File: src/rtl/tx_gearbox_if.sv
// Bus bundle between the PCS scrambler/encoder side and the 66:64 TX gearbox.
// TX_GEARBOX_HDR_CHECK_EN adds the o_header_err flag.
interface tx_gearbox_if #(
    parameter int DATA_WIDTH = 32,
    parameter int SEQ_WIDTH  = 6
);
    logic [DATA_WIDTH-1:0] i_txd;
    logic [1:0]            i_tx_header;
    logic [DATA_WIDTH-1:0] o_txd;
    logic                  o_tx_pause;
    logic                  o_tx_first_half;
    logic [SEQ_WIDTH-1:0]  o_seq;
`ifdef TX_GEARBOX_HDR_CHECK_EN
    logic                  o_header_err;
`endif

    modport master (
        output i_txd, i_tx_header,
`ifdef TX_GEARBOX_HDR_CHECK_EN
        input  o_header_err,
`endif
        input  o_txd, o_tx_pause, o_tx_first_half, o_seq
    );

    modport slave (
        input  i_txd, i_tx_header,
`ifdef TX_GEARBOX_HDR_CHECK_EN
        output o_header_err,
`endif
        output o_txd, o_tx_pause, o_tx_first_half, o_seq
    );
endinterface

File: src/rtl/tx_gearbox.sv
// 66:64 TX gearbox: packs header + two 32-bit halves per block into a 32-bit PMA stream,
// stalling the input once every 33 cycles. Optional TX_GEARBOX_HDR_CHECK_EN flags bad headers.
module tx_gearbox #(
    parameter int DATA_WIDTH = 32,
    parameter int SEQ_WIDTH  = 6
) (
    input  logic           i_txc,
    input  logic           i_reset_n,
    tx_gearbox_if.slave    bus
);
    generate
        if (DATA_WIDTH != 32) begin : g_bad_width
            $error("tx_gearbox: only DATA_WIDTH=32 is supported");
        end
        if (SEQ_WIDTH < 6) begin : g_bad_seq
            $error("tx_gearbox: SEQ_WIDTH must hold 0..32");
        end
    endgenerate

    localparam logic [SEQ_WIDTH-1:0] SEQ_LAST = SEQ_WIDTH'(32);

    logic [SEQ_WIDTH-1:0]    seq_q, seq_d;
    logic [5:0]              fill_q, fill_d;
    logic [63:0]             resid_q, resid_d;
    logic [DATA_WIDTH-1:0]   txd_q, txd_d;
    logic                    pause;
    logic                    first_half;
    logic [DATA_WIDTH+1:0]   append;
    logic [3*DATA_WIDTH-1:0] comb;

    always_comb begin
        pause      = (seq_q == SEQ_LAST);
        first_half = (seq_q < SEQ_LAST) && !seq_q[0];

        append = '0;
        if (first_half) begin
            append = {bus.i_txd, bus.i_tx_header};
        end else if (!pause) begin
            append = {2'b00, bus.i_txd};
        end

        // Residual sits in the low bits; new bits land just above the current fill.
        comb    = {32'b0, resid_q} | ({62'b0, append} << fill_q);
        txd_d   = comb[DATA_WIDTH-1:0];
        resid_d = comb[3*DATA_WIDTH-1:DATA_WIDTH];

        fill_d = fill_q;
        if (pause) begin
            fill_d = '0;
        end else if (first_half) begin
            fill_d = fill_q + 6'd2;
        end

        seq_d = pause ? '0 : seq_q + SEQ_WIDTH'(1);
    end

    always_ff @(posedge i_txc or negedge i_reset_n) begin
        if (!i_reset_n) begin
            seq_q   <= '0;
            fill_q  <= '0;
            resid_q <= '0;
            txd_q   <= '0;
        end else begin
            seq_q   <= seq_d;
            fill_q  <= fill_d;
            resid_q <= resid_d;
            txd_q   <= txd_d;
        end
    end

    assign bus.o_txd           = txd_q;
    assign bus.o_tx_pause      = pause;
    assign bus.o_tx_first_half = first_half;
    assign bus.o_seq           = seq_q;

`ifdef TX_GEARBOX_HDR_CHECK_EN
    logic hdr_err_q;

    always_ff @(posedge i_txc or negedge i_reset_n) begin
        if (!i_reset_n) begin
            hdr_err_q <= 1'b0;
        end else begin
            hdr_err_q <= first_half && (bus.i_tx_header[0] == bus.i_tx_header[1]);
        end
    end

    assign bus.o_header_err = hdr_err_q;
`endif
endmodule

File: src/flat_wrapper.sv
// flat-port wrapper written by rule: the top's interface ports become plain ports
module tx_gearbox_flat 
#(
    parameter int DATA_WIDTH = 32,
    parameter int SEQ_WIDTH  = 6
)
  (i_txc, i_reset_n, bus_i_txd, bus_i_tx_header, bus_o_txd, bus_o_tx_pause, bus_o_tx_first_half, bus_o_seq);
  tx_gearbox_if #(.DATA_WIDTH(DATA_WIDTH), .SEQ_WIDTH(SEQ_WIDTH)) bus_i ();
  input  logic i_txc;
  input  logic i_reset_n;
  input wire logic [$bits(bus_i.i_txd)-1:0] bus_i_txd;
  input wire logic [$bits(bus_i.i_tx_header)-1:0] bus_i_tx_header;
  output wire logic [$bits(bus_i.o_txd)-1:0] bus_o_txd;
  output wire logic [$bits(bus_i.o_tx_pause)-1:0] bus_o_tx_pause;
  output wire logic [$bits(bus_i.o_tx_first_half)-1:0] bus_o_tx_first_half;
  output wire logic [$bits(bus_i.o_seq)-1:0] bus_o_seq;
  assign bus_i.i_txd = bus_i_txd;
  assign bus_i.i_tx_header = bus_i_tx_header;
  assign bus_o_txd = bus_i.o_txd;
  assign bus_o_tx_pause = bus_i.o_tx_pause;
  assign bus_o_tx_first_half = bus_i.o_tx_first_half;
  assign bus_o_seq = bus_i.o_seq;
  tx_gearbox #(.DATA_WIDTH(DATA_WIDTH), .SEQ_WIDTH(SEQ_WIDTH)) u_core (.i_txc(i_txc), .i_reset_n(i_reset_n), .bus(bus_i));
endmodule
File: config.mk
export PLATFORM = sky130hd
export DESIGN_NAME = tx_gearbox_flat
export DESIGN_NICKNAME = d
export VERILOG_FILES = /design/src/rtl/tx_gearbox_if.sv /design/src/rtl/tx_gearbox.sv /design/src/flat_wrapper.sv
export SDC_FILE = /design/constraint.sdc
export NUM_CORES = 1
export LEC_CHECK = 0
export CORE_MARGIN = 2
export CORE_UTILIZATION = 40
export CTS_CLUSTER_SIZE = 40
export DETAILED_ROUTE_END_ITERATION = 6
export GPL_ROUTABILITY_DRIVEN = 0
export GPL_TIMING_DRIVEN = 0
export HOLD_SLACK_MARGIN = 0.03
export PLACE_DENSITY_LB_ADDON = 0.05
export SLEW_MARGIN = 25
export SYNTH_ARGS = -nofsm -noshare
export SYNTH_HDL_FRONTEND = slang
export SYNTH_SLANG_ARGS = --single-unit
File: constraint.sdc
create_clock -name i_txc -period 2.9 [get_ports i_txc]
set_clock_uncertainty 0.05 [all_clocks]
set_input_delay 0.58 -clock i_txc [delete_from_list [all_inputs] [get_ports i_txc]]
set_output_delay 0.58 -clock i_txc [all_outputs]
set_load 0.01 [all_outputs]
==> qor.csv, run 1 <==
metric,value,unit
hpwl,19960,um
tightest_slew,1.062,ns
worstPathArrival,3.06,ns
criticalPathCategory,reg -> reg,
syn-instance-count,718,
cp-startpoint,u_core.fill_q[2],
p_leak,3.704,nW
ys_ff_latch,107,
avgSynthCellArea,9.731,um^2
powerDensity,386.2,mW/mm^2
grt.overflow.total,0,
grt_first_pass_wirelength,40970,um
synthXorXnorAreaFrac,0.8775,%
cts_made_buffers,9,
cts_tree,yes,
ant_nets,0,
wl,27510,um
design_area,0.008791,mm^2
io_pins,76,
layout.nets,857,
violations,negative setup slack,
finalSetupViolations,2,
slew_headroom,28.74,%
p_total,3.395,mW
die_x,136.2,um
start_kind,flop,
layout_common_cells,"106 x dfrtp_1, 72 x clkdlybuf4s50_1, 63 x mux2i_1, 56 x nor2_1, 52 x nand2_1",
yosysWarnings,0,
path_max_fanout,10,
fin_crit,2.911,ns
cts_sinks,107,
hold_ws,0.1235,ns
clockBufferDepth,2,
vias,6860,
die_h,136.2,um
hold_path_class,in -> async,
mostFrequentLayoutCell,dfrtp_1,
reg2reg_slack,-0.01,ns
placed_cell_area,0.008053,mm^2
rsz0062_at_grt,yes,
synth_mux_area_share,18.32,%
synth_compound_area_share,23.44,%
grt_usage,29.77,%
fin_crit_sh,100.4,%
grt_pass1_vias,6609,
timing.setup.tns,-0.01548,ns
vdd_ir_drop_max,0.3717,mV
cts-root-buf,clkbuf_16,
area_growth,25.82,%
fp.coreArea,0.01718,mm^2
grt_max_degree,59,
grt_antenna_before_repair,0,
setup_ws,-0.01123,ns
synth_cell_types,83,
antenna_cells,0,
hold_violations,0,
wire_per_inst,26.25,um
seq_area_frac_synth,38.32,%
layout-drive-gt1-share,17.74,%
synth_async_sr_flop_share,100.0,%
ctsHoldBuffers,0,
drt_iter0_markers,1180,
fmax,343.5,MHz
reg2reg_to,u_core.resid_q[29],
port_buffers,75,
maxSlewViolCount,0,
drc,0,
critPathCaptureType,flop,
yosys.area_share.adder,0.5372,%
synth_edf_count,0,
die-area,0.01854,mm^2
synth_simple_gate_area_share,13.31,%
dpl.cell_count,1019,
rows,48,
synth_top_family_by_area,compound AO/OA/AOI/OAI gates,
cp.required,3.05,ns
status,finished with violations,
viasPerCell,6.546,
timing.rr.start,u_core.fill_q[2],
clk_latency,0.37,ns
layoutNonFillerInstCount,1048,
clk_pin_slew_worst_paths,0.08,ns
synth_flop_cell,dfrtp_1,
start_util,40.68,%
synth_area,0.006987,mm^2
maxCapViolCount,0,
synth_nets,757,
dr.pass1.iters,6,
r2r_cells,7,
htreeDepth,3,
-- worst max-delay path by stage --
stage,end,slack [ns],cells after the start
global placement,u_core.bus.o_seq[4],-2.98,1
global route,u_core.resid_q[29],-0.02,7
floorplan,u_core.resid_q[35],0.17,11
detailed placement,bus_o_tx_pause,-1.07,11
CTS,bus_o_tx_pause,-0.06,10
finish,u_core.resid_q[29],-0.01,7
-- layout make-up --
type                       instances  area (um^2)
fill                            1639         8386
multi-input combinational        535         4098
sequential                       107         2679
timing repair buffer              90        909.6
buffer                            58        400.4
tap                              225        281.5
clock buffer                       9        225.2
clock inverter                     7        121.4
inverter                          17        76.32
-- report_power, final --
| part | total (mW) | internal [mW] | switching (mW) |
|---|---|---|---|
| Clock | 1.44 | 0.851 | 0.594 |
| Sequential | 1.53 | 1.52 | 0.00824 |
| Combinational | 0.418 | 0.191 | 0.227 |
| Total | 3.40 | 2.57 | 0.829 |
-- registers in the layout (all words and copies together), names as in the netlist --
name	flops
u_core.fill_q	5
u_core.resid_q	64
u_core.bus.o_txd	32
u_core.bus.o_seq	6
-- critical path, stage by stage, from the launching register on --
cell and delay [ns]:
dfrtp_1 0.53, inv_1 0.16, clkbuf_2 0.36, clkbuf_1 0.53, clkbuf_1 0.53, nor2_1 0.12
a221oi_1 0.28, o21ai_0 0.16
-- cells by family (layout without fill, tap and decap cells) --
group                    after synthesis  after routing
XOR/XNOR                               7              7
AND/OR/NAND/NOR                      193            193
adder cells (fa/ha/maj)                3              3
flip-flops                           107            107
buffers and inverters                 76            181
multiplexers                         107            107
AO/OA/AOI/OAI                        225            225
-- synthesized netlist by cell type, types with 11 or more instances --
cell | count | area, um^2
a211oi_1 | 14 | 105.1
a21o_1 | 16 | 120.1
a21oi_1 | 38 | 190.2
a221o_1 | 12 | 120.1
buf_2 | 15 | 75.07
clkbuf_1 | 31 | 116.4
dfrtp_1 | 107 | 2678
inv_1 | 14 | 52.55
mux2_2 | 19 | 214.0
mux2i_1 | 71 | 710.7
mux4_2 | 14 | 315.3
nand2_1 | 52 | 195.2
nand3_1 | 12 | 60.06
nor2_1 | 57 | 214.0
nor3_1 | 32 | 160.2
o211ai_1 | 11 | 82.58
o21ai_0 | 25 | 125.1
-- timing repair --
action | in CTS | in global routing
cloned | 0 | 1
setup buffers | 6 | 7
resized for setup | 37 | 44
setup endpoints to repair | 98 | 48
pin swaps | 4 | 5
-- through the flow --
stage	utilization, %	setup WS (ns)
floorplan	-	0.1678
global placement	46.69	-2.976
detailed placement	46.88	-1.068
CTS	49.80	-0.05834
global route	51.18	-0.01833
finish	51.18	-0.01123
-- metal layers --
metal | up-vias | global-route usage (%) | part of all wire, %
met2 | 465 | 45.62 | 45
met1 | 3350 | 40.63 | 41
met4 | 0 | 11.23 | 4.0
met3 | 108 | 7.457 | 10
li1 | 2937 | - | -
met5 | - | 0 | 0
(Power assumes the default switching activity.)
==> run 2, diff against run 1 <==
--- a/config.mk
+++ b/config.mk
@@ -5,7 +5,6 @@
 export SDC_FILE = /design/constraint.sdc
 export NUM_CORES = 1
 export LEC_CHECK = 0
-export CORE_MARGIN = 2
 export CORE_UTILIZATION = 40
 export CTS_CLUSTER_SIZE = 40
 export DETAILED_ROUTE_END_ITERATION = 6
@@ -13,6 +12,7 @@
 export GPL_TIMING_DRIVEN = 0
 export HOLD_SLACK_MARGIN = 0.03
 export PLACE_DENSITY_LB_ADDON = 0.05
+export RECOVER_POWER = 100
 export SLEW_MARGIN = 25
 export SYNTH_ARGS = -nofsm -noshare
 export SYNTH_HDL_FRONTEND = slang
==> qor.csv, run 2 (synthesis gave the netlist of run 1 again) <==
metric,value,unit,change
cts_tree,yes,,
drc,1,,+1
nFillCells,1605,,-2.1%
clk_pin_slew_worst_paths,0.07,ns,about the same
path_max_fanout,9,,-1
top_register,u_core.resid_q,,
ctsHoldBuffers,0,,unchanged
hold-path-cell-count,1,,
grt_pass1_vias,6726,,+1.8%
r2r_cells,6,,-1
antenna_cells,0,,unchanged
grt_usage,30.37,%,+0.60 points
status,finished with violations,,
ant_nets,0,,unchanged
start_util,41.54,%,+0.87 points
htreeDepth,3,,unchanged
die_h,134.2,um,-1.5%
fmax,339.5,MHz,-1.2%
maxCapViolCount,0,,unchanged
die-area,0.01800,mm^2,-2.9%
cts_made_buffers,9,,unchanged
tightest_slew,1.503,ns,+0.4404 ns
clk_latency,0.36,ns,about the same
powerDensity,366.7,mW/mm^2,-5.1%
fin_crit_sh,101.6,%,+1.2 points
maxSlewViolCount,45,,+45
port_buffers,75,,unchanged
cts_sinks,107,,unchanged
hold_violations,0,,unchanged
critPathCaptureType,flop,,
viasPerCell,6.627,,+1.2%
start_kind,flop,,
cp-startpoint,u_core.bus.o_seq[2],,
hpwl,19810,um,-0.74%
die_x,134.2,um,-1.5%
rows,47,,-2.1%
fp.coreArea,0.01682,mm^2,-2.1%
cts-root-buf,clkbuf_16,,
drt_iter0_markers,1255,,+6.4%
hold_path_class,reg -> reg,,
finalSetupViolations,5,,+3
layout-drive-gt1-share,17.48,%,-0.26 points
cp.required,3.09,ns,+0.04 ns
io_pins,76,,unchanged
area_growth,23.89,%,
slew_headroom,-0.1908,%,-29 points
grt_first_pass_wirelength,40540,um,-1.0%
grt_antenna_before_repair,0,,unchanged
hold_ws,0.3762,ns,+0.2526 ns
wl,26990,um,-1.9%
grt_max_degree,62,,+5.1%
dr.pass1.iters,7,,+1
wire_per_inst,26.00,um,-0.93%
worstPathArrival,3.14,ns,+0.08 ns
clockBufferDepth,2,,unchanged
grt.overflow.total,0,,unchanged
hold_path_startpoint,u_core.resid_q[12],,
largest_reg_flops,64,,unchanged
mostFrequentLayoutCell,dfrtp_1,,
setup_ws,-0.04532,ns,-0.03408 ns
fin_crit,2.945,ns,+0.03408 ns
vias,6879,,+0.28%
vdd_ir_drop_max,0.3683,mV,-0.91%
p_leak,3.626,nW,-2.1%
layout_common_cells,"106 x dfrtp_1, 72 x clkdlybuf4s50_1, 60 x mux2i_1, 56 x nor2_1, 52 x nand2_1",,
criticalPathCategory,reg -> reg,,
timing.rr.start,u_core.bus.o_seq[2],,
timing.setup.tns,-0.1449,ns,-0.1294 ns
layout.nets,854,,-0.35%
rsz0062_at_grt,yes,,
fin_util,51.47,%,+0.29 points
violations,"design-rule violations, max-slew violations, negative setup slack",,
## run 2: worst paths after layout
path                                        end  slack [ns]
max reg2reg                  u_core.resid_q[10]       -0.05
min                        u_core.bus.o_txd[12]        0.38
max in group asynchronous   u_core.bus.o_seq[0]        0.71
min in group asynchronous   u_core.bus.o_txd[0]        0.53
min reg2reg                u_core.bus.o_txd[12]        0.38
max                          u_core.resid_q[10]       -0.05
## run 2: report_power, final
group	internal (mW)	switching [mW]	total [mW]
combinational	0.189	0.226	0.415
clock	0.685	0.540	1.22
sequential	1.53	0.00833	1.53
total	2.40	0.775	3.17
## run 2: what timing repair did
action	in CTS	in global routing
setup endpoints to repair	99	53
gates resized for setup	36	45
pin swaps	4	2
buffers inserted	7	4
## run 2: final cells by class
type,instances,area (um^2),area share (%)
Buffer,58,394.1,4.553
Clock buffer,12,246.5,2.848
Clock inverter,2,37.54,0.4337
Inverter,17,73.82,0.8528
Multi-Input combinational cell,535,4114,47.53
Sequential cell,107,2679,30.95
Tap cell,220,275.3,3.180
Timing Repair Buffer,87,835.8,9.656
## run 2: per-stage QoR
stage	setup slack (ns)	instance area [um^2]	instances	power, mW
finish	-0.04532	8656	1038	3.174
detailed placement	-1.079	8046	1014	1.954
global route	-0.06082	8656	1038	3.282
global placement	-2.970	8013	1013	1.947
CTS	-0.06762	8491	1034	3.179
floorplan	0.1678	6987	718	1.741
## run 2: worst max-delay path, cell delays in order (launching register included)
cell and delay [ns]:
dfrtp_1 0.46, or4b_1 0.70, o21ai_2 0.53, o32ai_1 0.19
nand2_1 0.09, o21ai_0 0.34, a311o_1 0.45
## run 2: metal layers
metal	GRT usage [%]	wire (um)	vias up
li1	-	-	2907
met4	12.05	1095	0
met2	46.32	11960	491
met5	0	0	-
met3	8.466	2806	112
met1	40.79	11130	3369
